--- src/rtl/if_ctrl_pkg.sv ---
// Shared types and constants for the fetch-stage controller and its skid buffer.
package if_ctrl_pkg;

    typedef enum logic [1:0] {
        StIdle,
        StFetch,
        StSkid,
        StDrain
    } fetch_state_e;

    localparam logic [31:0] NOP = 32'h0;
    localparam int unsigned DEFAULT_PC_STEP = 4;

endpackage

--- src/rtl/if_skid_buf.sv ---
// One-entry pc/instruction holding buffer used when a fetch lands on a frozen, full slot.
module if_skid_buf
    import if_ctrl_pkg::*;
#(
    parameter int unsigned ADDR_W  = 32,
    parameter int unsigned INSTR_W = 32
) (
    input  logic               clk,
    input  logic               rst,
    input  logic               load,
    input  logic               unload,
    input  logic               clear,
    input  logic [ADDR_W-1:0]  load_pc,
    input  logic [INSTR_W-1:0] load_instr,
    output logic               valid,
    output logic [ADDR_W-1:0]  pc,
    output logic [INSTR_W-1:0] instr
);

    logic               valid_q;
    logic [ADDR_W-1:0]  pc_q;
    logic [INSTR_W-1:0] instr_q;

    // clear (branch) beats load so a killed fetch can never land here.
    always_ff @(posedge clk) begin
        if (rst) begin
            valid_q <= 1'b0;
            pc_q    <= '0;
            instr_q <= INSTR_W'(NOP);
        end else if (clear) begin
            valid_q <= 1'b0;
        end else if (load) begin
            valid_q <= 1'b1;
            pc_q    <= load_pc;
            instr_q <= load_instr;
        end else if (unload) begin
            valid_q <= 1'b0;
        end
    end

    assign valid = valid_q;
    assign pc    = pc_q;
    assign instr = instr_q;

endmodule

--- src/rtl/if_fetch_ctrl.sv ---
// Fetch-stage controller: PC sequencing, imem req/ack handshake, IF/ID slot, redirect and flush.
// Define IF_FETCH_PERF_EN to add the fetch_cnt/stall_cnt performance counters.
module if_fetch_ctrl
    import if_ctrl_pkg::*;
#(
    parameter int unsigned       ADDR_W   = 32,
    parameter int unsigned       INSTR_W  = 32,
    parameter logic [ADDR_W-1:0] RESET_PC = '0,
    parameter int unsigned       PC_STEP  = DEFAULT_PC_STEP
) (
    input  logic               clk,
    input  logic               rst,
    input  logic               freeze,
    input  logic               branch_taken,
    input  logic [ADDR_W-1:0]  branch_addr,
    output logic               imem_req,
    output logic [ADDR_W-1:0]  imem_addr,
    input  logic               imem_ack,
    input  logic [INSTR_W-1:0] imem_rdata,
    output logic               if_valid,
    output logic [ADDR_W-1:0]  if_pc,
    output logic [INSTR_W-1:0] if_instr,
`ifdef IF_FETCH_PERF_EN
    output logic [31:0]        fetch_cnt,
    output logic [31:0]        stall_cnt,
`endif
    output logic               flush
);

    fetch_state_e       state_q, state_d;
    logic [ADDR_W-1:0]  pc_q, pc_d, pc_inc;
    logic [ADDR_W-1:0]  addr_q, addr_d;
    logic               slot_valid_q, slot_valid_d;
    logic [ADDR_W-1:0]  slot_pc_q, slot_pc_d;
    logic [INSTR_W-1:0] slot_instr_q, slot_instr_d;
    logic               flush_q;
    logic               ack, consume;
    logic               skid_load, skid_unload, skid_clear, skid_valid;
    logic [ADDR_W-1:0]  skid_pc;
    logic [INSTR_W-1:0] skid_instr;
    logic [1:0]         unused_branch_lsb;

    assign unused_branch_lsb = branch_addr[1:0];
    assign ack     = imem_req & imem_ack;
    assign consume = slot_valid_q & ~freeze;
    assign pc_inc  = pc_q + ADDR_W'(PC_STEP);

    always_ff @(posedge clk) begin
        if (rst) begin
            state_q <= StIdle;
        end else begin
            state_q <= state_d;
        end
    end

    always_comb begin
        state_d      = state_q;
        pc_d         = pc_q;
        slot_valid_d = slot_valid_q;
        slot_pc_d    = slot_pc_q;
        slot_instr_d = slot_instr_q;
        skid_load    = 1'b0;
        skid_unload  = 1'b0;
        skid_clear   = 1'b0;
        if (branch_taken) begin
            pc_d         = {branch_addr[ADDR_W-1:2], 2'b00};
            slot_valid_d = 1'b0;
            skid_clear   = 1'b0 | 1'b1;
            // An unacked request cannot be withdrawn; wait it out in DRAIN.
            state_d      = (imem_req && !imem_ack) ? StDrain : StFetch;
        end else begin
            unique case (state_q)
                StIdle: state_d = StFetch;
                StFetch: begin
                    if (consume) slot_valid_d = 1'b0;
                    if (ack) begin
                        pc_d = pc_inc;
                        if (!slot_valid_q || consume) begin
                            slot_valid_d = 1'b1;
                            slot_pc_d    = pc_q;
                            slot_instr_d = imem_rdata;
                        end else begin
                            skid_load = 1'b1;
                            state_d   = StSkid;
                        end
                    end
                end
                StSkid: begin
                    if (consume && skid_valid) begin
                        slot_pc_d    = skid_pc;
                        slot_instr_d = skid_instr;
                        skid_unload  = 1'b1;
                        state_d      = StFetch;
                    end
                end
                StDrain: if (ack) state_d = StFetch;
                default: state_d = StIdle;
            endcase
        end
        // The address is frozen for the whole DRAIN so the in-flight request stays stable.
        addr_d = (state_d == StDrain) ? addr_q : pc_d;
    end

    always_comb begin
        imem_req = (state_q == StFetch) || (state_q == StDrain);
    end

    always_ff @(posedge clk) begin
        if (rst) begin
            pc_q         <= RESET_PC;
            addr_q       <= RESET_PC;
            slot_valid_q <= 1'b0;
            slot_pc_q    <= '0;
            slot_instr_q <= INSTR_W'(NOP);
            flush_q      <= 1'b0;
        end else begin
            pc_q         <= pc_d;
            addr_q       <= addr_d;
            slot_valid_q <= slot_valid_d;
            slot_pc_q    <= slot_pc_d;
            slot_instr_q <= slot_instr_d;
            flush_q      <= branch_taken;
        end
    end

    if_skid_buf #(
        .ADDR_W (ADDR_W),
        .INSTR_W(INSTR_W)
    ) u_skid (
        .clk       (clk),
        .rst       (rst),
        .load      (skid_load),
        .unload    (skid_unload),
        .clear     (skid_clear),
        .load_pc   (pc_q),
        .load_instr(imem_rdata),
        .valid     (skid_valid),
        .pc        (skid_pc),
        .instr     (skid_instr)
    );

    assign imem_addr = addr_q;
    assign if_valid  = slot_valid_q;
    assign if_pc     = slot_pc_q;
    assign if_instr  = slot_instr_q;
    assign flush     = flush_q;

`ifdef IF_FETCH_PERF_EN
    logic [31:0] fetch_cnt_q, stall_cnt_q;

    always_ff @(posedge clk) begin
        if (rst) begin
            fetch_cnt_q <= '0;
            stall_cnt_q <= '0;
        end else begin
            if (consume && (fetch_cnt_q != '1)) fetch_cnt_q <= fetch_cnt_q + 32'd1;
            if (slot_valid_q && freeze && (stall_cnt_q != '1)) stall_cnt_q <= stall_cnt_q + 32'd1;
        end
    end

    assign fetch_cnt = fetch_cnt_q;
    assign stall_cnt = stall_cnt_q;
`endif

endmodule

--- config.mk ---
export PLATFORM = sky130hd
export DESIGN_NAME = if_fetch_ctrl
export DESIGN_NICKNAME = d
export VERILOG_FILES = /design/src/rtl/if_ctrl_pkg.sv /design/src/rtl/if_skid_buf.sv /design/src/rtl/if_fetch_ctrl.sv
export SDC_FILE = /design/constraint.sdc
export NUM_CORES = 1
export LEC_CHECK = 0
export ABC_CLOCK_PERIOD_IN_PS = 2900
export CAP_MARGIN = 20
export CORE_ASPECT_RATIO = 1.4
export CORE_MARGIN = 5
export CORE_UTILIZATION = 50
export CTS_CLUSTER_DIAMETER = 200
export DETAILED_ROUTE_END_ITERATION = 8
export GPL_TIMING_DRIVEN = 1
export PLACE_DENSITY = 0.85
export SYNTH_ARGS = -nofsm -noshare
export SYNTH_HDL_FRONTEND = slang
export SYNTH_HIERARCHICAL = 1
export SYNTH_SLANG_ARGS = --single-unit
--- constraint.sdc ---
create_clock -name clk -period 2.9 [get_ports clk]
set_input_delay 0.58 -clock clk [delete_from_list [all_inputs] [get_ports clk]]
set_output_delay 0.58 -clock clk [all_outputs]
set_load 0.02 [all_outputs]
==> flow_metrics.env <==
export IMPL_arrival_ns=2.16
export IMPL_fin_ws_ns=0.163
export IMPL_p_int_w=0.00480
export IMPL_status="completed"
export IMPL_antenna_found_initial=0
export IMPL_synth_fa_ha_area_frac=0.00678
export IMPL_cts_made_buffers=17
export IMPL_synth_top_family_by_area="simple AND/OR/NAND/NOR gates"
export IMPL_min_period_ns=2.74
export IMPL_drt_pass1_iter_count=5
export IMPL_hold_depth=2
export IMPL_layout_drive_gt1_share=0.125
export IMPL_worst_path_max_fanout=10
export IMPL_io_buffers=165
export IMPL_post_drt_wl_per_cell_um=16.8
export IMPL_die_w_um=125
export IMPL_drtIter0Drc=535
export IMPL_synthMuxAreaShare=0.0802
export IMPL_clock_latency_ns=0.42
export IMPL_min_delay_path_class="flip-flop to flip-flop"
export IMPL_insertedDiodeCount=0
export IMPL_grt_pass1_vias=7366
export IMPL_fin_nets=1162
export IMPL_cap_violations=0
export IMPL_drc=0
export IMPL_synthArstFlopShare=0
export IMPL_cp_end_kind="output port"
export IMPL_combPwrFrac=0.151
export IMPL_die_area_mm2=0.0213
export IMPL_dp_cells=1309
export IMPL_slew_headroom=0.550
export IMPL_max_freq_mhz=365
export IMPL_synth_ff_type="dfxtp_1"
export IMPL_syn_num_nets=1033
export IMPL_synth_warning_count=6
export IMPL_io_pins=168
export IMPL_cts_tree="done"
export IMPL_antenna_left=0
export IMPL_grt_pass1_wl_mm=36.8
export IMPL_reg2reg_slack_ns=0.36
export IMPL_vias_per_cell=5.56
export IMPL_holdPathEnd="imem_addr[2]"
export IMPL_synth_xor_area_frac=0.0256
export IMPL_switchingPower_w=0.00160
export IMPL_clock_root_buffer="clkbuf_16"
export IMPL_clockBufferDepth=2
export IMPL_final_hold_viol_count=0
export IMPL_stdcell_count=1340
export IMPL_cts_hold_buf=0
export IMPL_seqPwrFrac=0.459
export IMPL_min_period_over_period=0.944
export IMPL_synth_compound_area_frac=0.161
export IMPL_ys_types=52
export IMPL_synth_cell_area_mm2=0.00923
export IMPL_nFillCells=1431
export IMPL_num_vias=7449
export IMPL_overflow=0
export IMPL_r2r_end="imem_addr[16]"
export IMPL_rsz0062_at_grt="no"
export IMPL_areaGrowthSynthToFinish_pct=26.8
export IMPL_cts_setup_buffers=0
export IMPL_skew_ns=0.00849
export IMPL_rr_worst_depth=8
export IMPL_p_per_area_mw_per_mm2=547
export IMPL_startpoint_type="flip-flop"
export IMPL_finalSetupTns_ns=0
export IMPL_synth_simple_area_share=0.243
export IMPL_dp_hpwl_mm=15.2
export IMPL_synth_seq_area_share=0.427
export IMPL_num_rows=58
export IMPL_p_leak_nw=4.02
export IMPL_holdCritStartpoint="imem_addr[2]"
export IMPL_cp_required_ns=2.32
export IMPL_setup_viol=0
export IMPL_clkTransAtPathRegs_ns=0.07
export IMPL_grt_max_degree=121
export IMPL_worst_pin_slew_ns=0.675
export IMPL_place_congestion=0.847
export IMPL_critPathKind="flip-flop to output port"
export IMPL_slew_viol_final=0
export IMPL_ctsHtreeMaxLevel=4
export IMPL_synth_seq_cells=197
export IMPL_switching_share=0.250
export IMPL_die_y_um=171
export IMPL_grt_usage=0.207
export IMPL_avgSynthCellArea_um2=9.63
export IMPL_drt_wl_total_mm=22.5
export IMPL_rr_startpoint="state_q[1]"
export IMPL_synth_edf_count=0
export IMPL_ctsResizeCount=0
export IMPL_core_area_mm2=0.0181
export IMPL_cts_num_sinks=197
export IMPL_start_util=0.511
export IMPL_vdd_drop_max_v=0.000324
export IMPL_p_clk_frac=0.390
export IMPL_synthCells=959
export IMPL_place_ws_ns=0.0307
worst max-delay path by stage:
stage               start             to  slack [ns]  cells after the start
6_report       state_q[1]       imem_req        0.16                      4
5_1_grt        state_q[1]       imem_req         0.1                      4
4_1_cts        state_q[1]       imem_req        0.06                      4
3_5_place_dp     imem_ack  imem_addr[22]        0.03                     10
3_3_place_gp     imem_ack  imem_addr[16]        0.10                      7
2_1_floorplan    imem_ack  imem_addr[16]        0.62                      7
power by group through the flow:
stage | Clock, W | Combinational (W) | Sequential, W
2_1_floorplan | 0 | 0.000407 | 0.00311
3_3_place_gp | 0 | 0.000950 | 0.00300
3_5_place_dp | 0 | 0.000964 | 0.00300
4_1_cts | 0.00256 | 0.000970 | 0.00294
5_1_grt | 0.00268 | 0.00104 | 0.00296
6_report | 0.00250 | 0.000964 | 0.00294
registers in the layout, indices dropped and copies added, names as in the netlist:
signal,flops
pc_q,32
if_instr,32
u_skid/pc,32
state_q,2
flush,1
if_pc,32
imem_addr,32
u_skid/instr,32
if_valid,1
u_skid/valid,1
per-stage QoR:
step,cell area (um2),power [W],utilization,hold WS (ns)
final,11700,0.00641,0.648,0.456
after global routing,11700,0.00667,0.648,0.476
after CTS,11700,0.00647,0.648,0.457
after detailed placement,11100,0.00396,0.613,0.444
after global placement,11100,0.00395,0.613,0.438
after floorplan,9230,0.00352,-,0.441
cells in the mapped netlist (4+ instances only):
cell type	instances	area share
dfxtp_1	197	0.43
nor2_1	90	0.037
mux2i_1	74	0.080
nand2b_1	70	0.047
a211oi_1	65	0.053
nand4bb_1	64	0.078
o21ai_2	61	0.058
nand2_1	59	0.024
clkbuf_1	39	0.016
buf_2	24	0.013
nand3_1	21	0.011
a21oi_1	20	0.011
xnor2_1	19	0.018
and2_1	13	0.0088
o21ai_0	12	0.0065
buf_1	11	0.0045
nand4_1	11	0.0075
inv_1	10	0.0041
o22ai_1	9	0.0061
nor3_1	8	0.0043
xor2_1	8	0.0076
buf_12	6	0.013
o211a_1	6	0.0065
o211ai_1	6	0.0049
and3_1	5	0.0034
ha_1	5	0.0068
nor4_1	5	0.0034
o21a_1	5	0.0041
o21ai_1	4	0.0022
cell usage in the layout, fill, tap and decap left out, types with 6 or more instances in the layout:
master           netlist  final
xnor2_1               19     19
nand2_1               59     59
buf_12                 6      8
nand4_1               11     11
a211oi_1              65     65
xor2_1                 8      8
o21ai_0               12     12
o211ai_1               6      6
clkbuf_16              0     17
o22ai_1                9      9
nor2_1                90     90
mux2i_1               74     74
nor3_1                 8      7
clkdlybuf4s50_1        0    163
o21ai_2               61     61
nand3_1               21     21
and2_1                13     13
nand2b_1              70     70
buf_4                  3     23
inv_1                 10     10
o211a_1                6      6
a21oi_1               20     20
nand4bb_1             64     64
dfxtp_1              197    197
final cells by class:
type	instances	area [um2]	area share
Inverter	11	41.3	0.00353
Timing Repair Buffer	195	1980	0.169
Clock buffer	20	457	0.0390
Sequential cell	197	3940	0.337
Multi-Input combinational cell	666	4820	0.411
Tap cell	240	300	0.0256
Clock inverter	11	173	0.0147
metal layers:
layer,track usage,vias to the layer above,part of all wire
li1,-,3694,-
met1,0.255,3508,0.44
met2,0.358,199,0.49
met3,0.0381,48,0.039
met4,0.0825,0,0.030
met5,0,-,0
worst max-delay path, cell delays in order (launching register included):
cell,delay [ns]
dfxtp_1,0.41
inv_1,0.11
ha_2,0.28
or2_2,0.36
clkdlybuf4s50_1,0.57
cell families after synthesis:
| logic type | count (synthesis) |
|---|---|
| simple gates | 363 |
| xor+xnor | 27 |
| buf+inv | 96 |
| compound gates | 197 |
| flops | 197 |
| mux | 74 |
| fa+ha+maj | 5 |
No activity file was read; power rests on OpenSTA's default activity.
